[config.mk]
export PLATFORM = sky130hd
export DESIGN_NAME = rps_match_controller
export DESIGN_NICKNAME = d
export VERILOG_FILES = /design/src/rtl/rps_match_controller.sv
export SDC_FILE = /design/constraint.sdc
export NUM_CORES = 1
export LEC_CHECK = 0
export BUFFER_PORTS_ARGS = -buffer_cell sky130_fd_sc_hd__buf_2
export CAP_MARGIN = 5
export CORE_MARGIN = 4
export CORE_UTILIZATION = 40
export CTS_BUF_LIST = sky130_fd_sc_hd__clkbuf_8
export CTS_CLUSTER_SIZE = 25
export DETAILED_ROUTE_END_ITERATION = 7
export PLACE_DENSITY = 0.53
export SETUP_SLACK_MARGIN = 0.5
export SLEW_MARGIN = 20
export SYNTH_ARGS = -nofsm -noshare
export SYNTH_HDL_FRONTEND = slang
export SYNTH_SLANG_ARGS = --single-unit
[constraint.sdc]
create_clock -name CLK -period 2.6 [get_ports CLK]
set_input_delay 0.52 -clock CLK [delete_from_list [all_inputs] [get_ports CLK]]
set_output_delay 0.52 -clock CLK [all_outputs]
set_load 0.005 [all_outputs]
[src/rtl/rps_match_controller.sv]
`default_nettype none
// ============================================================================
// Module   : rps_match_controller
// Purpose  : Best-of-N rock-paper-scissors match sequencer with debounced moves
// Revision : 1.0
// ============================================================================
module rps_match_controller #(
  parameter int ROUNDS_TO_WIN   = 2,
  parameter int DEBOUNCE_CYCLES = 120000,
  parameter int REVEAL_CYCLES   = 12000000,
  parameter int FLASH_BIT       = 20
) (
  input  logic       CLK,
  input  logic       RST_N,
  input  logic       btn_rock,
  input  logic       btn_paper,
  input  logic       btn_scissors,
  output logic [2:0] leds,
  output logic [1:0] person_move,
  output logic [1:0] computer_move,
  output logic [2:0] person_score,
  output logic [2:0] computer_score,
  output logic       match_over,
  output logic       person_won_match
);

  localparam int DEB_W = $clog2(DEBOUNCE_CYCLES + 1);
  localparam int REV_W = $clog2(REVEAL_CYCLES + 1);
  localparam logic [DEB_W-1:0] DEB_LAST  = DEB_W'(DEBOUNCE_CYCLES - 1);
  localparam logic [REV_W-1:0] REV_LAST  = REV_W'(REVEAL_CYCLES - 1);
  localparam logic [2:0]       WIN_SCORE = 3'(ROUNDS_TO_WIN);

  localparam logic [1:0] ST_IDLE      = 2'd0;
  localparam logic [1:0] ST_REVEAL    = 2'd1;
  localparam logic [1:0] ST_RELEASE   = 2'd2;
  localparam logic [1:0] ST_MATCH_END = 2'd3;

  localparam logic [2:0] RES_PERSON   = 3'b001;
  localparam logic [2:0] RES_COMPUTER = 3'b010;
  localparam logic [2:0] RES_TIE      = 3'b100;
  localparam logic [2:0] ATTRACT_ON   = 3'b011;
  localparam logic [2:0] ATTRACT_OFF  = 3'b100;

  logic [2:0]       sync1_q, sync1_d, sync2_q, sync2_d, prev_q, prev_d;
  logic [DEB_W-1:0] deb_cnt_q, deb_cnt_d;
  logic [2:0]       stable_q, stable_d;
  logic [1:0]       mod3_q, mod3_d;
  logic [FLASH_BIT:0] flash_q, flash_d;
  logic [1:0]       state_q, state_d;
  logic [REV_W-1:0] rev_cnt_q, rev_cnt_d;
  logic [2:0]       leds_q, leds_d;
  logic [1:0]       person_move_q, person_move_d, computer_move_q, computer_move_d;
  logic [2:0]       person_score_q, person_score_d, computer_score_q, computer_score_d;
  logic             seen_press_q, seen_press_d;

  logic [1:0] pick_move;
  logic [1:0] cpu_move;
  logic [2:0] round_result;

  // Several buttons at once resolve to the highest-priority move.
  always_comb begin
    pick_move = 2'd0;
    if (stable_q[2])      pick_move = 2'd1;
    else if (stable_q[1]) pick_move = 2'd2;
    else if (stable_q[0]) pick_move = 2'd3;
  end

  assign cpu_move = mod3_q + 2'd1;

  always_comb begin
    round_result = RES_COMPUTER;
    if (pick_move == cpu_move)
      round_result = RES_TIE;
    else if ((pick_move == 2'd1 && cpu_move == 2'd3) ||
             (pick_move == 2'd2 && cpu_move == 2'd1) ||
             (pick_move == 2'd3 && cpu_move == 2'd2))
      round_result = RES_PERSON;
  end

  always_comb begin
    sync1_d = {btn_rock, btn_paper, btn_scissors};
    sync2_d = sync1_q;
    prev_d  = sync2_q;

    if (sync2_q != prev_q)       deb_cnt_d = '0;
    else if (deb_cnt_q == DEB_LAST) deb_cnt_d = deb_cnt_q;
    else                         deb_cnt_d = deb_cnt_q + 1'b1;

    stable_d = stable_q;
    if (sync2_q == prev_q && deb_cnt_q == DEB_LAST)
      stable_d = sync2_q;

    mod3_d  = (mod3_q == 2'd2) ? 2'd0 : mod3_q + 2'd1;
    flash_d = flash_q + 1'b1;

    state_d          = state_q;
    rev_cnt_d        = rev_cnt_q;
    leds_d           = leds_q;
    person_move_d    = person_move_q;
    computer_move_d  = computer_move_q;
    person_score_d   = person_score_q;
    computer_score_d = computer_score_q;
    seen_press_d     = seen_press_q;

    case (state_q)
      ST_IDLE: begin
        leds_d = flash_q[FLASH_BIT] ? ATTRACT_ON : ATTRACT_OFF;
        if (stable_q != 3'b000) begin
          person_move_d   = pick_move;
          computer_move_d = cpu_move;
          leds_d          = round_result;
          rev_cnt_d       = '0;
          state_d         = ST_REVEAL;
          if (round_result == RES_PERSON && person_score_q != WIN_SCORE)
            person_score_d = person_score_q + 3'd1;
          if (round_result == RES_COMPUTER && computer_score_q != WIN_SCORE)
            computer_score_d = computer_score_q + 3'd1;
        end
      end
      ST_REVEAL: begin
        if (rev_cnt_q == REV_LAST) begin
          rev_cnt_d = '0;
          state_d   = ST_RELEASE;
        end else begin
          rev_cnt_d = rev_cnt_q + 1'b1;
        end
      end
      ST_RELEASE: begin
        if (stable_q == 3'b000) begin
          seen_press_d = 1'b0;
          if (person_score_q == WIN_SCORE || computer_score_q == WIN_SCORE)
            state_d = ST_MATCH_END;
          else
            state_d = ST_IDLE;
        end
      end
      ST_MATCH_END: begin
        leds_d = flash_q[FLASH_BIT] ?
                 ((person_score_q == WIN_SCORE) ? RES_PERSON : RES_COMPUTER) : 3'b000;
        // Exit needs a full press-and-release so the last round's button can't end the match.
        if (stable_q != 3'b000) begin
          seen_press_d = 1'b1;
        end else if (seen_press_q) begin
          seen_press_d     = 1'b0;
          person_move_d    = 2'd0;
          computer_move_d  = 2'd0;
          person_score_d   = 3'd0;
          computer_score_d = 3'd0;
          state_d          = ST_IDLE;
        end
      end
      default: state_d = ST_IDLE;
    endcase
  end

  always_ff @(posedge CLK or negedge RST_N) begin
    if (!RST_N) begin
      sync1_q          <= 3'b000;
      sync2_q          <= 3'b000;
      prev_q           <= 3'b000;
      deb_cnt_q        <= '0;
      stable_q         <= 3'b000;
      mod3_q           <= 2'd0;
      flash_q          <= '0;
      state_q          <= ST_IDLE;
      rev_cnt_q        <= '0;
      leds_q           <= ATTRACT_ON;
      person_move_q    <= 2'd0;
      computer_move_q  <= 2'd0;
      person_score_q   <= 3'd0;
      computer_score_q <= 3'd0;
      seen_press_q     <= 1'b0;
    end else begin
      sync1_q          <= sync1_d;
      sync2_q          <= sync2_d;
      prev_q           <= prev_d;
      deb_cnt_q        <= deb_cnt_d;
      stable_q         <= stable_d;
      mod3_q           <= mod3_d;
      flash_q          <= flash_d;
      state_q          <= state_d;
      rev_cnt_q        <= rev_cnt_d;
      leds_q           <= leds_d;
      person_move_q    <= person_move_d;
      computer_move_q  <= computer_move_d;
      person_score_q   <= person_score_d;
      computer_score_q <= computer_score_d;
      seen_press_q     <= seen_press_d;
    end
  end

  assign leds             = leds_q;
  assign person_move      = person_move_q;
  assign computer_move    = computer_move_q;
  assign person_score     = person_score_q;
  assign computer_score   = computer_score_q;
  assign match_over       = (state_q == ST_MATCH_END);
  assign person_won_match = match_over && (person_score_q == WIN_SCORE);

endmodule
`default_nettype wire

==> results of run 1 <==
-- routing by layer --
| layer | vias up | share of wire (%) |
|---|---|---|
| met2 | 36 | 48 |
| met3 | 9 | 2.4 |
| li1 | 1656 | - |
| met5 | - | 0 |
| met1 | 1603 | 49 |
| met4 | 0 | 1.0 |
-- cells in the final DEF (no fill, tap or decap), types with 2 or more instances in the layout --
cell | synthesis | layout
dfrtp_1 | 90 | 88
nand2_1 | 43 | 43
nor2_1 | 43 | 42
xor2_1 | 31 | 31
nand3_1 | 25 | 25
o21ai_0 | 19 | 19
xnor2_1 | 18 | 18
nand4_1 | 18 | 18
buf_2 | 5 | 18
buf_4 | 0 | 16
ha_1 | 16 | 15
a21oi_1 | 12 | 12
inv_1 | 12 | 11
and3_1 | 11 | 10
clkbuf_8 | 0 | 10
nor3_1 | 9 | 9
nand2b_1 | 7 | 7
nor2b_1 | 6 | 6
a21o_1 | 5 | 5
and4_1 | 4 | 4
nor4b_1 | 4 | 4
a22o_1 | 4 | 4
or3_1 | 4 | 4
nor3_2 | 3 | 3
nor4_4 | 2 | 3
a32o_1 | 3 | 3
mux2_2 | 3 | 3
mux2i_1 | 3 | 3
inv_6 | 0 | 3
a31oi_1 | 2 | 2
o31ai_1 | 2 | 2
or2_2 | 2 | 2
nor4_1 | 2 | 2
and2_1 | 2 | 2
o211ai_1 | 2 | 2
dfstp_2 | 2 | 2
dfrtp_2 | 0 | 2
-- worst max-delay path by stage --
stage / end / cells past startpoint / start
finish: state_q[0]$_DFFE_PN0P_ / 6 / state_q[0]$_DFFE_PN0P_
global route: state_q[0]$_DFFE_PN0P_ / 6 / state_q[1]$_DFFE_PN0P_
CTS: computer_score[0]$_DFFE_PN0P_ / 7 / mod3_q[0]$_DFF_PN0_
detailed placement: computer_score[0]$_DFFE_PN0P_ / 7 / mod3_q[0]$_DFF_PN0_
global placement: computer_score[0]$_DFFE_PN0P_ / 7 / mod3_q[0]$_DFF_PN0_
floorplan: computer_score[0]$_DFFE_PN0P_ / 7 / mod3_q[0]$_DFF_PN0_
-- worst reg2reg max path: stages (launching register included) --
cell	delay, ns
dfrtp_1	0.42
ha_1	0.23
buf_6	0.13
buf_4	0.19
o32ai_1	0.49
nor4bb_1	0.35
a21oi_1	0.08
-- power groups by stage --
stage | Sequential (mW) | Clock [mW] | Combinational, mW
2_1_floorplan | 1.47 | 0 | 0.0129
6_report | 1.44 | 1.00 | 0.0513
5_1_grt | 1.45 | 1.12 | 0.0617
4_1_cts | 1.44 | 1.06 | 0.0556
3_3_place_gp | 1.47 | 0 | 0.0544
3_5_place_dp | 1.47 | 0 | 0.0555
-- flip-flops by register name, indices dropped and copies added (netlist names) --
register and cells:
rev_cnt_q 24, flash_q 21, deb_cnt_q 17, computer_score 3, leds 3, person_score 3
prev_d 3, prev_q 3, stable_q 3, sync1_q 3, computer_move 2, mod3_q 2
person_move 2, state_q 2, seen_press_q 1
-- kinds of logic (layout without fill, tap and decap cells) --
logic type / count (synthesis) / count (layout)
compound gates: 61 / 61
xor+xnor: 49 / 49
fa+ha+maj: 16 / 16
buf+inv: 22 / 64
flops: 92 / 92
mux: 6 / 6
simple gates: 199 / 199
-- repair_timing --
action	4_1_cts	5_1_grt
setup buffers	1	5
pin swaps	1	4
setup endpoints to repair	13	24
resized for setup	5	9
hold buffers	0	0
-- cells in the mapped netlist (2+ instances only) --
master	number	area, sq um
dfrtp_1	90	2250
xnor2_1	18	158
ha_1	16	200
a31oi_1	2	12.5
nor4_1	2	12.5
nand2b_1	7	43.8
a21o_1	5	37.5
o211ai_1	2	15.0
or2_2	2	12.5
o21ai_0	19	95.1
and2_1	2	12.5
buf_2	5	25.0
xor2_1	31	272
and3_1	11	68.8
a22o_1	4	35.0
or3_1	4	25.0
mux2_2	3	33.8
nand2_1	43	161
nor4bb_1	2	20.0
mux2i_1	3	30.0
a32o_1	3	30.0
nor2_1	43	161
nor3_2	3	30.0
a21oi_1	12	60.1
dfstp_2	2	52.6
and4_1	4	35.0
inv_1	12	45.0
nand3_1	25	125
buf_6	2	22.5
nand4_1	18	113
nor4b_1	4	35.0
nor3_1	9	45.0
clkbuf_1	2	7.51
nor4_4	2	42.5
o31ai_1	2	15.0
nor2b_1	6	37.5
-- stage by stage --
step | cell area [sq um] | hold WS [ns] | util, % | cells
final | 5260 | 0.148 | 46.3 | 630
after global routing | 5260 | 0.170 | 46.3 | 630
after CTS | 5170 | 0.146 | 45.5 | 625
after detailed placement | 4940 | 0.338 | 43.4 | 608
after global placement | 4940 | 0.340 | 43.4 | 608
after floorplan | 4640 | 0.224 | - | 445
-- cell type report --
class | instances | area, sq um | area share, %
Clock inverter | 6 | 70.1 | 1.33
Inverter | 12 | 45.0 | 0.856
Clock buffer | 10 | 138 | 2.62
Timing Repair Buffer | 36 | 241 | 4.59
Tap cell | 143 | 179 | 3.40
Multi-Input combinational cell | 331 | 2280 | 43.4
Sequential cell | 92 | 2310 | 43.8
==> flow_summary.yaml, run 1 <==
setup_path:
  crit_required_ns: 2.84
  cp_cell_sequence: "ha_1, buf_6, buf_4, o32ai_1, nor4bb_1, a21oi_1"
  crit_buf_inv: 2
  crit_arrival_ns: 2.24
  ff2ff_path_depth: 6
  worstSetupPathType: "flip-flop to flip-flop"
  start_kind: "flip-flop"
  cp_top_family: "compound AO/OA/AOI/OAI gates"
  reg2reg_slack_ns: 0.60
  crit_fanout: 15
  max_stage_delay_ns: 0.49
  reg2reg_to: "state_q[0]$_DFFE_PN0P_"
  worst_setup_path_end_kind: "flip-flop"
  slowest_stage: "o32ai_1"
  rr_startpoint: "state_q[0]$_DFFE_PN0P_"
placement:
  pre_cts_ws_ns: 0.400
  dpl.hpwl_microns: 6390
  gp_congestion: 0.796
  io_buffers: 19
global_route:
  busiest_layer: "met2"
  grt_pass1_wl_microns: 16100
  track_usage_pct: 15.0
  grt_overflow_total: 0
  groute.layer.met2.usage_pct: 23.9
  antenna_found_initial: 0
  grt_max_degree: 45
  grt_pass1_vias: 3285
  globalRouteMet1Util_pct: 20.5
  use_met3_pct: 3.66
cts:
  clk_pin_slew_worst_paths_ns: 0.09
  cts_sinks: 92
  cts_max_level: 3
  cts_root_buf: "clkbuf_8"
  clk_latency_ns: 0.36
  clockBufferDepth: 2
  cts_tree: "built"
  numCtsBuffers: 9
logic_synthesis:
  yosys_warnings: 0
  syn_area_per_cell_sq_um: 10.4
  synth_compound_area_share_pct: 9.12
  ys_ff_latch: 92
  synth_mux_area_share_pct: 1.38
  postSynthCellCount: 445
  synth-simple-area-share_pct: 24.0
  async_flop_share_pct: 100
  synth_xor_xnor_area_share_pct: 9.26
  synthAdderAreaFrac_pct: 4.32
  synth_edf_count: 0
  syn_nets: 466
  syn_area_sq_um: 4640
  synth.distinct_cells: 61
  synth-seq-area-share_pct: 49.7
  synth_top_flop_cell: "dfrtp_1"
  synth_top_family_by_area: "simple AND/OR/NAND/NOR gates"
route:
  routedWlPerCell_microns: 14.5
  drt_iter0_markers: 189
  drc: 0
  routed_wl_microns: 9110
  vias: 3304
  drt_first_pass_iters: 4
  ant_nets: 0
  viasPerCell: 5.24
floorplan:
  ioPinCount: 20
  core_sq_um: 11400
  die_area_sq_um: 13400
  rows: 39
  die_y_microns: 116
  die_w_microns: 116
  start_util_pct: 40.8
run_status:
  run_status: "finished clean"
sta:
  drv_slew: 0
  final-setup-viol-count: 0
  finClkSkew_ns: 0.00811
  rsz0062_at_grt: "true"
  fin_crit_ns: 2.00
  finalHoldViolations: 0
  fin_setup_tns_ns: 0
  setup_ws_ns: 0.599
  min_period_over_period_pct: 77.0
  max_freq_mhz: 500
  worstMarginPinSlew_ns: 0.585
  max-slew-margin-rel_pct: 61.0
final_layout:
  drive_gt1_share_pct: 17.0
  nFillCells: 1081
  nets: 503
  diodes: 0
  area_delta_synth_final_pct: 13.5
power_and_ir_drop:
  sw_frac_of_total_pct: 22.7
  p_switching_uw: 568
  total_power_mw: 2.50
  intPower_mw: 1.93
  p_leak_nw: 2.38
  power.share.clock_pct: 40.2
  power.density_nw_per_um2: 475
  pwr-share-comb_pct: 2.1
  ir_worst_vdd_mv: 0.274
  pwr-share-seq_pct: 57.7
min_path:
  hp-class: "input port to async pin"
job:
  maxCapViolCount: 0
Power figures use the tool's default switching activity.
==> inputs of run 2 (changes only) <==
- clock period: 2.6 -> 1.9 ns (I/O delays scaled with it)
==> flow_summary.yaml, run 2 (synthesized netlist as in run 1, its figures left out) <==
floorplan:
  core_sq_um: 11400
  rows: 39
  die_area_sq_um: 13400
  ioPinCount: 20
  start_util_pct: 40.8
  die_y_microns: 116
  die_w_microns: 116
run_status:
  run_status: "finished clean"
min_path:
  hp-class: "input port to flip-flop"
  hold_depth: 1
  min-delay-start: "btn_rock"
  hold_path_end: "sync1_q[2]$_DFF_PN0_"
setup_path:
  reg2reg_slack_ns: 0.07
  max_stage_delay_ns: 0.50
  ff2ff_path_depth: 7
  cp_top_family: "compound AO/OA/AOI/OAI gates"
  rr_startpoint: "mod3_q[1]$_DFF_PN0_"
  crit_fanout: 5
  slowest_stage: "o41a_4"
  path_depth: 7
  worstSetupPathType: "flip-flop to flip-flop"
  worst_setup_path_end_kind: "flip-flop"
  reg2reg_to: "person_score[2]$_DFFE_PN0P_"
  crit_required_ns: 2.19
  crit_arrival_ns: 2.12
  crit_buf_inv: 1
  start_kind: "flip-flop"
  cp_cell_sequence: "inv_2, ha_2, nand3b_1, a21o_1, o41a_4, o21ai_1, nand2_1"
power_and_ir_drop:
  ir_worst_vdd_mv: 0.361
  power.density_nw_per_um2: 513
  total_power_mw: 3.39
  p_leak_nw: 2.94
placement:
  gp_congestion: 0.796
  dpl.hpwl_microns: 6820
  dp_cells: 626
  io_buffers: 19
final_layout:
  top_regs: "rev_cnt_q: 24 flops, flash_q: 21 flops, deb_cnt_q: 17 flops"
  finish.utilization_pct: 58.1
  final_common_cell: "dfrtp_1"
  fin_cells: 718
  diodes: 0
  final_cell_mix: "dfrtp_1 (85), buf_4 (71), nand2_1 (35)"
  drive_gt1_share_pct: 43.1
  top_register: "rev_cnt_q"
  area_delta_synth_final_pct: 42.4
  largest_reg_flops: 24
  nets: 591
sta:
  min_period_over_period_pct: 96.5
  rsz0062_at_grt: "true"
  worstMarginPinSlew_ns: 0.385
  drv_slew: 0
  final-setup-viol-count: 0
  fin_crit_ns: 1.83
  max_freq_mhz: 546
  finalHoldViolations: 0
  finClkSkew_ns: 0.00780
  max-slew-margin-rel_pct: 74.3
cts:
  cts_max_level: 3
  clockBufferDepth: 2
  cts_tree: "built"
  cts_root_buf: "clkbuf_8"
  numCtsBuffers: 9
  cts_sinks: 92
  clk_latency_ns: 0.38
  clk_pin_slew_worst_paths_ns: 0.10
global_route:
  grt_pass1_wl_microns: 17900
  track_usage_pct: 16.9
  grt_pass1_vias: 3741
  grt_overflow_total: 0
  grt_max_degree: 36
  antenna_found_initial: 0
route:
  drt_iter0_markers: 126
  viasPerCell: 5.17
  drc: 0
  routed_wl_microns: 10900
  drt_first_pass_iters: 4
  vias: 3710
  ant_nets: 0
  routedWlPerCell_microns: 15.1
job:
  maxCapViolCount: 0
run 2: power breakdown:
group	internal (mW)	switching (mW)	leakage, nW
registers	1.97	0.00692	1.23
clock network	0.508	0.817	0.0907
logic	0.0299	0.0588	1.63
run 2: worst max-delay path by stage:
stage	from	endpoint	slack, ns
final	mod3_q[1]$_DFF_PN0_	person_score[2]$_DFFE_PN0P_	0.07
after global routing	mod3_q[1]$_DFF_PN0_	person_score[2]$_DFFE_PN0P_	-0.02
after CTS	state_q[1]$_DFFE_PN0P_	person_won_match	0.10
after detailed placement	state_q[1]$_DFFE_PN0P_	rev_cnt_q[22]$_DFFE_PN0P_	0.03
after global placement	state_q[0]$_DFFE_PN0P_	rev_cnt_q[15]$_DFFE_PN0P_	0.08
after floorplan	stable_q[0]$_DFFE_PN0P_	person_score[2]$_DFFE_PN0P_	0.14
run 2: final cells by class:
cell class	instances	area [sq um]
inverter	12	47.5
tap	143	179
sequential	92	2310
clock buffer	9	124
multi-input combinational	332	2820
clock inverter	7	63.8
fill	934	4760
timing repair buffer	123	1060
run 2: worst register-to-register path: stages, from the launching register on:
cell and delay (ns):
dfrtp_1 0.43, inv_2 0.11, ha_2 0.18, nand3b_1 0.11, a21o_1 0.22, o41a_4 0.50
o21ai_1 0.12, nand2_1 0.06
run 2: through the flow:
step | worst slack (ns) | instance area, sq um | setup TNS [ns] | hold WS, ns
2_1_floorplan | 0.141 | 4780 | 0 | 0.0844
3_3_place_gp | 0.0839 | 5250 | 0 | 0.326
3_5_place_dp | 0.0257 | 5250 | 0 | 0.325
4_1_cts | 0.100 | 6090 | 0 | 0.0771
5_1_grt | -0.0153 | 6610 | -0.0318 | 0.0684
6_report | 0.0671 | 6610 | 0 | 0.0972
run 2: what timing repair did:
item | in CTS | in global routing
endpoints found under the setup margin | 69 | 72
buffers inserted | 43 | 31
pin swaps | 38 | 53
hold buffers | 1 | 0
resized for setup | 73 | 62
hold endpoints to repair | 22 | 0
gates cloned | 1 | 0
run 2: routing by layer:
layer	GRT usage (%)	wire, microns
met5	0	0
met4	7.19	205
met1	22.5	4920
met2	27.0	5400
met3	3.60	346
==> inputs of run 3 (changes only) <==
- CORE_UTILIZATION: 40 -> 45
- PLACE_DENSITY: 0.53 -> 0.58
==> flow_summary.yaml, run 3 (synthesized netlist as in run 1, its figures left out) <==
sta:
  max_freq_mhz: 550
  drv_slew: 0
  rsz0062_at_grt: "true"
  final-setup-viol-count: 0
  min_period_over_period_pct: 95.7
  fin_setup_tns_ns: 0
  finClkSkew_ns: 0.0101
  setup_ws_ns: 0.0813
  finalHoldViolations: 0
  max-slew-margin-rel_pct: 75.7
  fin_crit_ns: 1.82
  worstMarginPinSlew_ns: 0.361
min_path:
  min-delay-start: "btn_paper"
  hold_path_end: "sync1_q[1]$_DFF_PN0_"
  hp-class: "input port to flip-flop"
  hold_depth: 1
placement:
  dpl.hpwl_microns: 6340
  io_buffers: 19
  gp_congestion: 0.795
  pre_cts_ws_ns: 0.0389
floorplan:
  die_area_sq_um: 12000
  rows: 36
  die_w_microns: 110
  die_y_microns: 110
  ioPinCount: 20
  start_util_pct: 46.8
  core_sq_um: 9910
route:
  viasPerCell: 5.25
  ant_nets: 0
  drc: 0
  drt_first_pass_iters: 4
  routedWlPerCell_microns: 14.6
  routed_wl_microns: 10200
  drt_iter0_markers: 201
  vias: 3671
global_route:
  track_usage_pct: 17.4
  use_met3_pct: 2.64
  groute.layer.met2.usage_pct: 27.1
  grt_pass1_vias: 3460
  grt_overflow_total: 0
  globalRouteMet1Util_pct: 24.7
  busiest_layer: "met2"
  antenna_found_initial: 0
  grt_pass1_wl_microns: 16500
  grt_max_degree: 30
setup_path:
  crit_top_cell: "a21o_1"
  crit_buf_inv: 1
  reg2reg_slack_ns: 0.08
  start_kind: "flip-flop"
  path_depth: 5
  cp_top_family: "compound AO/OA/AOI/OAI gates"
  rr_startpoint: "stable_q[1]$_DFFE_PN0P_"
  max_stage_delay_ns: 0.52
  ff2ff_path_depth: 5
  crit_fanout: 10
  worstSetupPathType: "flip-flop to flip-flop"
  slowest_stage: "o41a_4"
  crit_arrival_ns: 2.08
  crit_required_ns: 2.16
  cp_cell_sequence: "buf_4, nand3b_1, a21o_1, o41a_4, a21o_1"
  worst_setup_path_end_kind: "flip-flop"
  reg2reg_to: "person_score[0]$_DFFE_PN0P_"
cts:
  cts_sinks: 92
  cts_root_buf: "clkbuf_8"
  cts_max_level: 3
  clk_pin_slew_worst_paths_ns: 0.09
  cts_tree: "built"
  clk_latency_ns: 0.36
  numCtsBuffers: 9
  clockBufferDepth: 2
power_and_ir_drop:
  pwr-share-comb_pct: 2.7
  sw_frac_of_total_pct: 21.8
  pwr-share-seq_pct: 55.7
  power.density_nw_per_um2: 548
  p_leak_nw: 2.84
  intPower_mw: 2.78
  p_switching_uw: 773
  ir_worst_vdd_mv: 0.407
  power.share.clock_pct: 41.7
final_layout:
  diodes: 0
  area_delta_synth_final_pct: 39.7
  final_cell_mix: "dfrtp_1 (86), buf_4 (72), nor2_1 (33)"
  largest_reg_flops: 24
  nets: 582
  top_register: "rev_cnt_q"
  final_common_cell: "dfrtp_1"
  drive_gt1_share_pct: 42.4
  top_regs: "rev_cnt_q: 24 flops, flash_q: 21 flops, deb_cnt_q: 17 flops"
job:
  maxCapViolCount: 0
run_status:
  run_status: "finished clean"
==> run 3: cell types whose count changed in the layout (fill, tap and decap cells not counted), moves of 3 or more <==
cell	before	now
buf_6	33	19
inv_6	3	0
nand2_1	35	32
nand2_2	5	9
o21ai_0	13	10
o21ai_2	2	5
==> run 3: how the worst max path moves through the flow <==
stage / slack [ns] / start / end
6_report: 0.08 / stable_q[1]$_DFFE_PN0P_ / person_score[0]$_DFFE_PN0P_
5_1_grt: 0.03 / mod3_q[1]$_DFF_PN0_ / computer_score[1]$_DFFE_PN0P_
4_1_cts: 0.12 / state_q[0]$_DFFE_PN0P_ / person_won_match
3_5_place_dp: 0.04 / state_q[0]$_DFFE_PN0P_ / state_q[0]$_DFFE_PN0P_
3_3_place_gp: 0.09 / mod3_q[1]$_DFF_PN0_ / computer_score[0]$_DFFE_PN0P_
2_1_floorplan: 0.14 / stable_q[0]$_DFFE_PN0P_ / person_score[2]$_DFFE_PN0P_
==> run 3: what timing repair did <==
action,4_1_cts,5_1_grt
hold endpoints to repair,19,0
pin swaps,26,48
cloned,2,0
hold buffers,1,0
gates resized for setup,48,71
setup endpoints to repair,66,70
setup buffers,41,27
==> run 3: metal layers <==
metal	up-vias	share of wire, %
met5	-	0
met4	0	1.7
met3	16	2.6
met2	46	48
met1	1797	48
li1	1812	-
==> run 3: cell type report <==
class                      instances  area, sq um
clock buffer                      10          138
sequential                        92         2310
timing repair buffer             113          940
tap                              133          166
clock inverter                     6         87.6
inverter                          12         47.5
fill                             792         3430
multi-input combinational        333         2790
==> run 3: power groups by stage <==
stage | sequential, mW | combinational [mW] | clock (mW)
global placement | 2.01 | 0.0814 | 0
global route | 1.98 | 0.108 | 1.60
finish | 1.98 | 0.0945 | 1.48
CTS | 1.98 | 0.0895 | 1.52
detailed placement | 2.01 | 0.0816 | 0
floorplan | 2.01 | 0.0187 | 0
==> run 3: metrics by stage <==
stage | area (sq um) | instances | hold WS, ns | utilization, % | total power [mW]
floorplan | 4780 | 445 | 0.0844 | - | 2.03
global placement | 5210 | 612 | 0.316 | 52.6 | 2.10
detailed placement | 5210 | 612 | 0.318 | 52.6 | 2.10
CTS | 6010 | 672 | 0.101 | 60.6 | 3.59
global route | 6480 | 699 | 0.103 | 65.4 | 3.68
finish | 6480 | 699 | 0.122 | 65.4 | 3.55
